--- src/rtl/sound_in_scheduler.sv ---
// Microphone record sequencing and packet-transmitter arbitration for the monitor link.
// Sound-in words have priority over keyboard events. A keyboard event is still guaranteed a slot
// after MIC_BURST back-to-back mic packets.
module sound_in_scheduler #(
    parameter logic [7:0]  CMD_REC_START = 8'h07,
    parameter logic [7:0]  CMD_REC_STOP  = 8'h06,
    parameter logic [7:0]  HDR_SOUNDIN   = 8'hC7,
    parameter logic [7:0]  HDR_KBD       = 8'hC5,
    parameter int unsigned MIC_BURST     = 3,
    parameter int unsigned MIC_TIMEOUT   = 255
) (
    input  logic        clk,
    input  logic        rst_n,
    input  logic        cmd_valid,
    input  logic [7:0]  cmd_data,
    output logic        record_start,
    output logic        record_stop,
    input  logic [31:0] mic_data,
    input  logic        mic_data_valid,
    output logic        mic_data_retrieved,
    input  logic        kbd_valid,
    input  logic [15:0] kbd_data,
    output logic        kbd_ack,
    input  logic        tx_ready,
    output logic        tx_start,
    output logic [39:0] tx_data,
    output logic        recording,
    output logic        mic_overrun,
    output logic [15:0] mic_packet_count
);

    localparam int unsigned SW = $clog2(MIC_BURST + 1);
    localparam logic [SW-1:0] BURST_MAX = SW'(MIC_BURST);
    localparam logic [7:0] TMO_MAX = 8'(MIC_TIMEOUT);

    typedef enum logic [1:0] {StIdle, StSend, StBusy} state_e;

    state_e        state;
    logic [SW-1:0] starv;
    logic [7:0]    tmo;
    logic [7:0]    tmo_next;
    logic          seen_low;

    logic start_cmd, stop_cmd, mic_req, kbd_req, arb, kbd_wins, mic_grant, kbd_grant;

    // Command decode and arbitration; a stop in the arbitration cycle suppresses the mic grant.
    always_comb begin
        start_cmd = cmd_valid && (cmd_data == CMD_REC_START) && !recording;
        stop_cmd  = cmd_valid && (cmd_data == CMD_REC_STOP) && recording;
        mic_req   = mic_data_valid && recording && !stop_cmd;
        kbd_req   = kbd_valid;
        arb       = (state == StIdle) && tx_ready;
        kbd_wins  = kbd_req && (!mic_req || (starv == BURST_MAX));
        mic_grant = arb && mic_req && !kbd_wins;
        kbd_grant = arb && kbd_wins;
        tmo_next  = 8'h00;
        if (mic_req && !mic_grant) begin
            tmo_next = (tmo == 8'hFF) ? tmo : tmo + 8'h01;
        end
    end

    // Registered state, pulses and transmit FSM.
    always_ff @(posedge clk or negedge rst_n) begin
        if (!rst_n) begin
            state              <= StIdle;
            seen_low           <= 1'b0;
            starv              <= '0;
            tmo                <= 8'h00;
            record_start       <= 1'b0;
            record_stop        <= 1'b0;
            mic_data_retrieved <= 1'b0;
            kbd_ack            <= 1'b0;
            tx_start           <= 1'b0;
            tx_data            <= 40'h0;
            recording          <= 1'b0;
            mic_overrun        <= 1'b0;
            mic_packet_count   <= 16'h0;
        end else begin
            record_start       <= start_cmd;
            record_stop        <= stop_cmd;
            mic_data_retrieved <= mic_grant;
            kbd_ack            <= kbd_grant;
            tx_start           <= 1'b0;
            tmo                <= tmo_next;

            if (start_cmd) begin
                recording <= 1'b1;
            end else if (stop_cmd) begin
                recording <= 1'b0;
            end

            if (start_cmd) begin
                mic_overrun <= 1'b0;
            end else if (mic_req && !mic_grant && (tmo_next == TMO_MAX)) begin
                mic_overrun <= 1'b1;
            end

            if (start_cmd) begin
                mic_packet_count <= 16'h0;
            end else if (mic_grant) begin
                mic_packet_count <= mic_packet_count + 16'h1;
            end

            if (kbd_grant) begin
                starv <= '0;
            end else if (mic_grant) begin
                if (!kbd_req) begin
                    starv <= '0;
                end else if (starv != BURST_MAX) begin
                    starv <= starv + 1'b1;
                end
            end

            unique case (state)
                StIdle: begin
                    if (mic_grant) begin
                        tx_data <= {HDR_SOUNDIN, mic_data};
                        state   <= StSend;
                    end else if (kbd_grant) begin
                        tx_data <= {HDR_KBD, kbd_data, 16'h0000};
                        state   <= StSend;
                    end
                end
                StSend: begin
                    tx_start <= 1'b1;
                    seen_low <= 1'b0;
                    state    <= StBusy;
                end
                StBusy: begin
                    // Leave only after a full low-then-high handshake from the transmitter.
                    if (!tx_ready) begin
                        seen_low <= 1'b1;
                    end else if (seen_low) begin
                        seen_low <= 1'b0;
                        state    <= StIdle;
                    end
                end
                default: state <= StIdle;
            endcase
        end
    end

endmodule
--- config.mk ---
export PLATFORM = sky130hd
export DESIGN_NAME = sound_in_scheduler
export DESIGN_NICKNAME = d
export VERILOG_FILES = /design/src/rtl/sound_in_scheduler.sv
export SDC_FILE = /design/constraint.sdc
export NUM_CORES = 1
export LEC_CHECK = 0
export ABC_CLOCK_PERIOD_IN_PS = 3590
export CELL_PAD_IN_SITES_DETAIL_PLACEMENT = 1
export CELL_PAD_IN_SITES_GLOBAL_PLACEMENT = 2
export CORE_MARGIN = 1
export CORE_UTILIZATION = 40
export CTS_BUF_LIST = sky130_fd_sc_hd__clkbuf_8 sky130_fd_sc_hd__clkbuf_16
export CTS_CLUSTER_DIAMETER = 40
export DETAILED_ROUTE_END_ITERATION = 6
export DONT_BUFFER_PORTS = 1
export PLACE_DENSITY_LB_ADDON = 0.05
export RECOVER_POWER = 100
export SLEW_MARGIN = 20
export SYNTH_ARGS = -nofsm -noshare
export SYNTH_HDL_FRONTEND = slang
export SYNTH_SLANG_ARGS = --single-unit
--- constraint.sdc ---
create_clock -name clk -period 3.59 [get_ports clk]
set_input_delay 0.5385 -clock clk [delete_from_list [all_inputs] [get_ports clk]]
set_output_delay 0.5385 -clock clk [all_outputs]
set_load 0.02 [all_outputs]
==> qor.txt, run 1 <==
Status: complete, but fails checks
Failing checks: max-capacitance violations, max-slew violations
Pwr dens: 619 mW/mm²
WP buf/inv: 0
TritonCTS buffer count: 9
Max Slew Vio Count: 71
Worst hold stages: 1
Finished Cell Area: 0.00344 mm²
Worst r2r path cells: 4
Antenna Nets Post-Route: 0
Arrival time worst endpoint: 2930 ps
Post-detail-place hpwl: 4880 µm
Cell Rows: 32
CP max stage delay: 1000 ps
Leakage: 1.58 nW
Fin Setup TNS: 0 ps
Average cell area after synthesis: 11.3 µm²
Top cells by area, synth: dfrtp_1, a221o_1, a22o_1, and2_1, nand2_1
Initial antenna violation count: 0
CP Class: in2reg
Hold Worst Slack: 258 ps
Sequential cell area fraction in the yosys report: 53.8%
Max VDD drop: 0.244 mV
IO Pins: 125
Top FF cell, synth: dfrtp_1
Distinct cells, synth: 46
Placeable Area: 0.00781 mm²
Clock net sink count: 70
GR Overflow Total: 0
Global-route wire length before repair: 12100 µm
Slew @ Worst Pin: 1750 ps
Area grow syn2layout: 5.73%
Final Util: 44.1%
Die Wd: 92.2 µm
Die ar.: 0.00850 mm²
Nets: 352
Syn Inst Count: 288
Max-Cap Viols: 1
Worst path depth: 5
Die Height: 92.2 µm
Post-route DRC: 0
FMAX: 0.379 GHz
Pin count of the biggest net entering global routing: 71
Vias: 2208
H-tree depth reported by CTS: 3
Period minus WS final: 2640 ps
Ratio of cells with drive above 1 in the final layout: 10.1%
Resized cells post-CTS: 0
Mapped Area: 0.00325 mm²
Worst clock skew: 8.12 ps
Placer Congestion: 0.700
WP data required: 3880 ps
Initial Utilization: 41.7%
CP endpoint kind: register
Synth async-reset ratio: 100%
GRT Total Usage: 18.5%
Final Hold Fails: 0
CTS max path bufs: 2
Worst rel slew slack: -16.7%
Clk slew on worst S/H paths: 80 ps
Final WL: 7400 µm
Clk_lat worst skew: 340 ps
Worst path cell trace: or4b_1 > o311ai_2 > a21bo_4 > and2_0 > a221o_1
Delay-heaviest family, CP: compound AO/OA/AOI/OAI gates
Pre-antenna DRT Iters: 4
Seq cells post-synth: 70
Wire length per cell: 19.0 µm
Highest-delay cell along the critical path: o311ai_2
DR iter-0 viols: 93
Hold Crit Class: in2reg
Post-synth EDFFs: 0
Vias in the first global route: 2249
# diodes: 0
Yosys warns: 0
CTS root buf: clkbuf_8
Port Buf Inserts: 0
RSZ-0062 raised after global routing: no
Finish-stage setup viols: 0
Via density: 5.66
Fin crit share: 73.5%
Tot Pwr: 2.13 mW
Synth area leader: dfrtp_1
Worst setup SP type: input pin
Crit-path max FO: 36
Area after DPL: 0.00327 mm²
TritonCTS clock tree: done
Top-area cell type share of the netlist area: 53.8%
==> cells by family after synthesis <==
kind of cell / after synthesis / share of synthesized area (%)
and+or+nand+nor: 110 / 18.3
DFF: 70 / 53.8
AOI/OAI and AO/OA: 55 / 14.8
buffers and inverters: 26 / 4.69
xor gates and xnor gates: 11 / 2.96
muxes: 8 / 2.58
adders and majority gates: 7 / 2.69
other: 1 / 0.115
==> report_power, final <==
group          total, mW  leakage [nW]  switching [mW]  internal [mW]
registers           1.19         0.939           0.258          0.930
logic              0.355         0.555           0.174          0.181
clock network      0.587        0.0849           0.316          0.272
total               2.13          1.58           0.748           1.38
==> sequential cells by signal, summed over array words and instances, names as in the netlist, 2 cells and up <==
name,cells
starv,2
mic_packet_count,16
tmo,8
tx_data,34
state,2
==> worst reg2reg max path, stage by stage (launching register included) <==
cell	delay (ps)
dfrtp_1	520
o311ai_2	440
nor3_1	720
nand4_1	230
mux2i_1	160
==> placed cells by master, fill, tap and decap left out, types with 2 or more instances in the layout <==
master,n
and2_1,9
nor2b_1,2
and2_0,12
xnor2_1,10
nor3b_1,4
nor4_1,4
clkinvlp_4,3
o21ai_0,3
nor3_1,9
nand2_1,24
ha_1,7
a22o_1,17
a21oi_1,7
nand3_1,6
mux2i_1,5
mux2_2,3
and3_1,6
inv_1,6
nand2b_1,3
nor2_2,2
nor2_1,16
dfrtp_1,70
nand4_1,6
a31o_2,2
a41o_1,2
a221o_1,16
a31oi_1,2
conb_1,3
clkbuf_8,10
==> cell usage after synthesis (4+ instances only) <==
library cell / n
a22o_1: 17
nor3_1: 9
xnor2_1: 10
nor3b_1: 4
nand4_1: 6
and3_1: 6
mux2i_1: 5
a221o_1: 16
buf_4: 9
buf_2: 5
nor4_1: 4
and2_1: 21
nand3_1: 6
dfrtp_1: 70
a21oi_1: 7
ha_1: 7
nor2_1: 16
inv_1: 5
nand2_1: 24
==> worst paths after layout <==
kind                                                     to  slack [ps]                   from
setup / recovery                    tx_data[26]$_DFFE_PN0P_         950            cmd_data[5]
hold / removal                        record_stop$_DFF_PN0_         260            cmd_data[0]
setup reg to reg           mic_packet_count[15]$_DFFE_PN0P_        1400  recording$_DFFE_PN0P_
hold reg to reg                        starv[1]$_DFFE_PN0P_         520   starv[1]$_DFFE_PN0P_
max in group asynchronous  mic_packet_count[14]$_DFFE_PN0P_        1910                  rst_n
min in group asynchronous              starv[0]$_DFFE_PN0P_         660                  rst_n
==> metrics by stage <==
stage	instances	setup WS, ps
6_report	390	950
5_1_grt	390	744
3_5_place_dp	373	974
2_1_floorplan	290	1450
3_3_place_gp	373	979
4_1_cts	390	1340
==> per-layer routing <==
| layer | track usage (%) | up-vias | part of all wire [%] |
|---|---|---|---|
| met1 | 24.5 | 1094 | 46 |
| li1 | - | 1021 | - |
| met2 | 28.5 | 84 | 46 |
| met3 | 5.39 | 9 | 6.8 |
| met4 | 7.55 | 0 | 1.6 |
| met5 | 0 | - | 0 |
==> what timing repair did <==
item / CTS / global route
setup buffers: 0 / 0
hold buffers: 1 / 0
hold endpoints to repair: 70 / 0
==> final cells by class <==
cell class              count  area [µm²]
flip-flops and latches     70        1750
inverters                   6        22.5
multi-input cells         194        1340
fillers                   864        4370
repair buffers              2        12.5
clock buffers              10         138
clock inverters             6        45.0
well taps                 102         128
Power figures use the tool's default switching activity.
==> run 2, diff against run 1 <==
--- a/config.mk
+++ b/config.mk
@@ -5,11 +5,11 @@
 export SDC_FILE = /design/constraint.sdc
 export NUM_CORES = 1
 export LEC_CHECK = 0
-export ABC_CLOCK_PERIOD_IN_PS = 3590
+export ABC_CLOCK_PERIOD_IN_PS = 2400
 export CELL_PAD_IN_SITES_DETAIL_PLACEMENT = 1
 export CELL_PAD_IN_SITES_GLOBAL_PLACEMENT = 2
 export CORE_MARGIN = 1
-export CORE_UTILIZATION = 40
+export CORE_UTILIZATION = 34
 export CTS_BUF_LIST = sky130_fd_sc_hd__clkbuf_8 sky130_fd_sc_hd__clkbuf_16
 export CTS_CLUSTER_DIAMETER = 40
 export DETAILED_ROUTE_END_ITERATION = 6
==> constraint.sdc (replaced) <==
create_clock -name clk -period 2.4 [get_ports clk]
set_input_delay 0.36 -clock clk [delete_from_list [all_inputs] [get_ports clk]]
set_output_delay 0.36 -clock clk [all_outputs]
set_load 0.02 [all_outputs]
==> qor.txt, run 2 (synthesized netlist as in run 1, its figures left out) <==
CTS root buf: clkbuf_8
CP Class: reg2reg
Nets: 364
Worst rel slew slack: -5.44%
Delay-heaviest family, CP: simple AND/OR/NAND/NOR gates
Most frequent cells in the layout: dfrtp_1, nand2_1, and2_1
WP data required: 2600 ps
IO Pins: 125
Max Slew Vio Count: 71
Port Buf Inserts: 0
R2r endpoint: mic_packet_count[7]$_DFFE_PN0P_
Final WL: 7630 µm
Status: complete, but fails checks
Critical Path End: mic_packet_count[7]$_DFFE_PN0P_
FF-to-FF setup slack: 230 ps
Max VDD drop: 0.370 mV
Leakage: 1.61 nW
TritonCTS clock tree: done
Multi-input gate area: 0.00135 mm²
Placeable Area: 0.00924 mm²
CP dominant cell by count: clkbuf_1
Worst setup SP type: register
Die ar.: 0.00997 mm²
Non-filler cells, final: 428
Worst path cell trace: clkbuf_1 > or4_1 > inv_2 > clkbuf_1 > nor2_1
GR Overflow Total: 0
FMAX: 0.460 GHz
Vias in the first global route: 2366
Worst path depth: 5
FF+latch area: 0.00175 mm²
Hold Crit Class: in2reg
Ratio of cells with drive above 1 in the final layout: 10.0%
Global-route wire length before repair: 12400 µm
Worst r2r path cells: 5
Finish-stage setup viols: 0
Filler cell count: 1016
Pin count of the biggest net entering global routing: 71
Highest-delay cell along the critical path: or4_1
Area grow syn2layout: 8.42%
DR iter-0 viols: 69
GRT Total Usage: 16.2%
Wire length per cell: 17.8 µm
Initial Utilization: 35.2%
Largest register FFs: 34
Placer Congestion: 0.712
TritonCTS buffer count: 9
Post-route DRC: 0
Most common cell after layout, fill and taps aside: dfrtp_1
R2r startpoint: recording$_DFFE_PN0P_
CP endpoint kind: register
RSZ-0062 raised after global routing: no
Clock net sink count: 70
Period minus WS final: 2170 ps
# diodes: 0
CTS max path bufs: 2
Clk_lat worst skew: 340 ps
Biggest register: tx_data
Slew @ Worst Pin: 1580 ps
Vias: 2268
Final Hold Fails: 0
Arrival time worst endpoint: 2370 ps
Die Wd: 99.8 µm
Fin crit share: 90.6%
Regs by FF count: tx_data: 34 flops, mic_packet_count: 16 flops, tmo: 8 flops
Initial antenna violation count: 0
Resized cells post-CTS: 0
Fin Setup TNS: 0 ps
Failing checks: max-capacitance violations, max-slew violations
Worst clock skew: 15.3 ps
Pwr dens: 897 mW/mm²
Max-Cap Viols: 1
Die Height: 99.8 µm
Post-detail-place hpwl: 5240 µm
WP buf/inv: 3
Pre-antenna DRT Iters: 4
Crit-path max FO: 11
Antenna Nets Post-Route: 0
Cell Rows: 35
H-tree depth reported by CTS: 3
Clk slew on worst S/H paths: 80 ps
Placed cells: 411
CP max stage delay: 730 ps
Via density: 5.30
Crit path from: recording$_DFFE_PN0P_
-- run 2: cell types whose count changed in the layout (fill, tap and decap cells not counted), moves of 2 or more --
cell	change
and2_0	-11
and2_1	+11
clkbuf_1	+9
clkinv_2	+2
clkinvlp_4	-2
-- run 2: timing repair --
action	4_1_cts	5_1_grt
buffers inserted	0	0
endpoints found under the hold margin	70	0
hold buffers	2	0
-- run 2: worst min-delay path by stage --
stage / start / slack, ps / to / cells past startpoint
2_1_floorplan: rst_n / 60 / kbd_ack$_DFF_PN0_ / 0
3_3_place_gp: rst_n / 70 / kbd_ack$_DFF_PN0_ / 0
3_5_place_dp: rst_n / 70 / kbd_ack$_DFF_PN0_ / 0
4_1_cts: cmd_data[0] / 60 / record_stop$_DFF_PN0_ / 1
5_1_grt: cmd_data[0] / 60 / record_stop$_DFF_PN0_ / 1
6_report: cmd_data[0] / 80 / record_stop$_DFF_PN0_ / 1
-- run 2: layer usage --
metal | part of all wire, % | vias to the layer above | GRT usage (%)
met5 | 0 | - | 0
met3 | 6.2 | 9 | 3.97
li1 | - | 1047 | -
met4 | 1.2 | 0 | 6.79
met2 | 49 | 75 | 26.4
met1 | 43 | 1137 | 20.6
-- run 2: area by class of cell --
| class | count | share of cell area, % |
|---|---|---|
| clock buffers | 9 | 3.51 |
| clock inverters | 6 | 1.13 |
| inverters | 6 | 0.638 |
| multi-input cells | 194 | 38.1 |
| flip-flops and latches | 70 | 49.6 |
| well taps | 129 | 4.57 |
| repair buffers | 14 | 2.38 |
-- run 2: per-stage QoR --
| stage | util (%) | instance area (µm²) | total power [mW] | hold WS (ps) | worst slack, ps |
|---|---|---|---|---|---|
| floorplan | - | 3260 | 2.21 | 64.4 | 438 |
| global placement | 36.9 | 3410 | 2.34 | 65.9 | 275 |
| detailed placement | 36.9 | 3410 | 2.35 | 65.9 | 236 |
| CTS | 39.1 | 3610 | 3.24 | 62.0 | 249 |
| global route | 38.2 | 3530 | 3.35 | 62.3 | 38.0 |
| finish | 38.2 | 3530 | 3.16 | 76.3 | 225 |
-- run 2: worst reg2reg max path, stage by stage, from the launching register on --
cell and delay, ps:
dfrtp_1 410, clkbuf_1 220, or4_1 730, inv_2 130, clkbuf_1 420, nor2_1 110
-- run 2: where the power goes --
group	total (mW)	internal [mW]	switching, mW
sequential	1.77	1.39	0.376
clock	0.830	0.367	0.463
combinational	0.567	0.293	0.274
==> run 3, diff against run 2 <==
--- a/config.mk
+++ b/config.mk
@@ -16,6 +16,7 @@
 export DONT_BUFFER_PORTS = 1
 export PLACE_DENSITY_LB_ADDON = 0.05
 export RECOVER_POWER = 100
+export SKIP_CTS_REPAIR_TIMING = 1
 export SLEW_MARGIN = 20
 export SYNTH_ARGS = -nofsm -noshare
 export SYNTH_HDL_FRONTEND = slang
==> qor.txt, run 3 (synthesized netlist as in run 1, its figures left out) <==
Clk slew on worst S/H paths: 80 ps
Initial Utilization: 35.2%
Final WL: 7620 µm
Area grow syn2layout: 8.42%
Leakage: 1.61 nW
Ratio of cells with drive above 1 in the final layout: 10.0%
Worst clock skew: 15.3 ps
Most common cell after layout, fill and taps aside: dfrtp_1
Worst r2r path cells: 5
Max Slew Vio Count: 71
Antenna Nets Post-Route: 0
Vias: 2264
Die Wd: 99.8 µm
Worst setup SP type: register
Initial antenna violation count: 0
Hold Crit Class: in2reg
Pre-antenna DRT Iters: 4
Crit-path max FO: 11
GR Overflow Total: 0
Placer Congestion: 0.712
Nets: 364
Fin Setup TNS: 0 ps
Clk_lat worst skew: 340 ps
Global-route wire length before repair: 12400 µm
Post-route DRC: 0
CTS max path bufs: 2
WP data required: 2600 ps
GRT Total Usage: 16.2%
Most frequent cells in the layout: dfrtp_1, nand2_1, and2_1
R2r endpoint: mic_packet_count[7]$_DFFE_PN0P_
Metal2 WL: 3770 µm
Worst hold stages: 1
Non-filler cells, final: 428
Regs by FF count: tx_data: 34 flops, mic_packet_count: 16 flops, tmo: 8 flops
Start point of the worst hold path: cmd_data[0]
CP Class: reg2reg
Fin crit share: 90.0%
Placed cells: 411
Max VDD drop: 0.370 mV
CP endpoint kind: register
Placeable Area: 0.00924 mm²
Finish-stage setup viols: 0
Met3 routed WL: 473 µm
Port Buf Inserts: 0
IO Pins: 125
Status: complete, but fails checks
Pwr dens: 897 mW/mm²
Largest register FFs: 34
Die ar.: 0.00997 mm²
Max-Cap Viols: 1
R2r startpoint: recording$_DFFE_PN0P_
Failing checks: max-capacitance violations, max-slew violations
Area after DPL: 0.00341 mm²
TritonCTS buffer count: 9
FF-to-FF setup slack: 240 ps
Tot Pwr: 3.16 mW
Arrival time worst endpoint: 2360 ps
FMAX: 0.463 GHz
RSZ-0062 raised after global routing: no
End of the worst hold path: record_stop$_DFF_PN0_
H-tree depth reported by CTS: 3
Period minus WS final: 2160 ps
Final Hold Fails: 0
Routed length on met1: 3290 µm
Vias in the first global route: 2353
Biggest register: tx_data
CTS root buf: clkbuf_8
Via density: 5.29
DR iter-0 viols: 65
Pin count of the biggest net entering global routing: 71
# diodes: 0
Cell Rows: 35
Wire length per cell: 17.8 µm
Worst rel slew slack: -5.84%
Die Height: 99.8 µm
TritonCTS clock tree: done
Clock net sink count: 70
Top routing layer in use: met4
Slew @ Worst Pin: 1590 ps
Post-detail-place hpwl: 5240 µm
Finished Cell Area: 0.00353 mm²
[run 3: cell counts in the layout (fill, tap and decap cells not counted)]
Identical to the previous run, type by type.
[run 3: worst max path at each step]
stage                                       end  slack (ps)                  start
5_1_grt         mic_packet_count[2]$_DFFE_PN0P_          40   state[1]$_DFFE_PN0P_
3_3_place_gp               state[0]$_DFFE_PN0P_         280            cmd_data[5]
4_1_cts        mic_packet_count[13]$_DFFE_PN0P_         250   state[1]$_DFFE_PN0P_
3_5_place_dp               state[1]$_DFFE_PN0P_         240            cmd_data[5]
6_report        mic_packet_count[7]$_DFFE_PN0P_         240  recording$_DFFE_PN0P_
2_1_floorplan           tx_data[23]$_DFFE_PN0P_         440            cmd_data[5]
[run 3: layout make-up]
type                    instances  area (µm²)
fillers                      1017        5710
flip-flops and latches         70        1750
multi-input cells             194        1350
well taps                     129         161
clock buffers                   9         124
repair buffers                 14        83.8
clock inverters                 6        40.0
inverters                       6        22.5
[run 3: routing by layer]
metal,GRT usage [%],vias to the layer above
li1,-,1047
met1,20.9,1133
met2,25.7,75
met3,3.97,9
met4,7.01,0
met5,0,-
[run 3: where the power goes]
part | leakage (nW) | switching, mW | internal [mW]
sequential | 0.939 | 0.376 | 1.39
clock | 0.0848 | 0.462 | 0.367
combinational | 0.585 | 0.274 | 0.293
[run 3: critical path: stages (launching register included)]
cell and delay (ps):
dfrtp_1 410, clkbuf_1 220, or4_1 730, inv_2 130
clkbuf_1 420, nor2_1 110
[run 3: stage by stage]
stage | util, % | hold WS (ps) | worst slack [ps]
floorplan | - | 64.4 | 438
global placement | 36.9 | 65.9 | 275
global route | 38.2 | 60.3 | 40.9
CTS | 38.7 | -314 | 249
finish | 38.2 | 78.8 | 239
detailed placement | 36.9 | 65.9 | 236
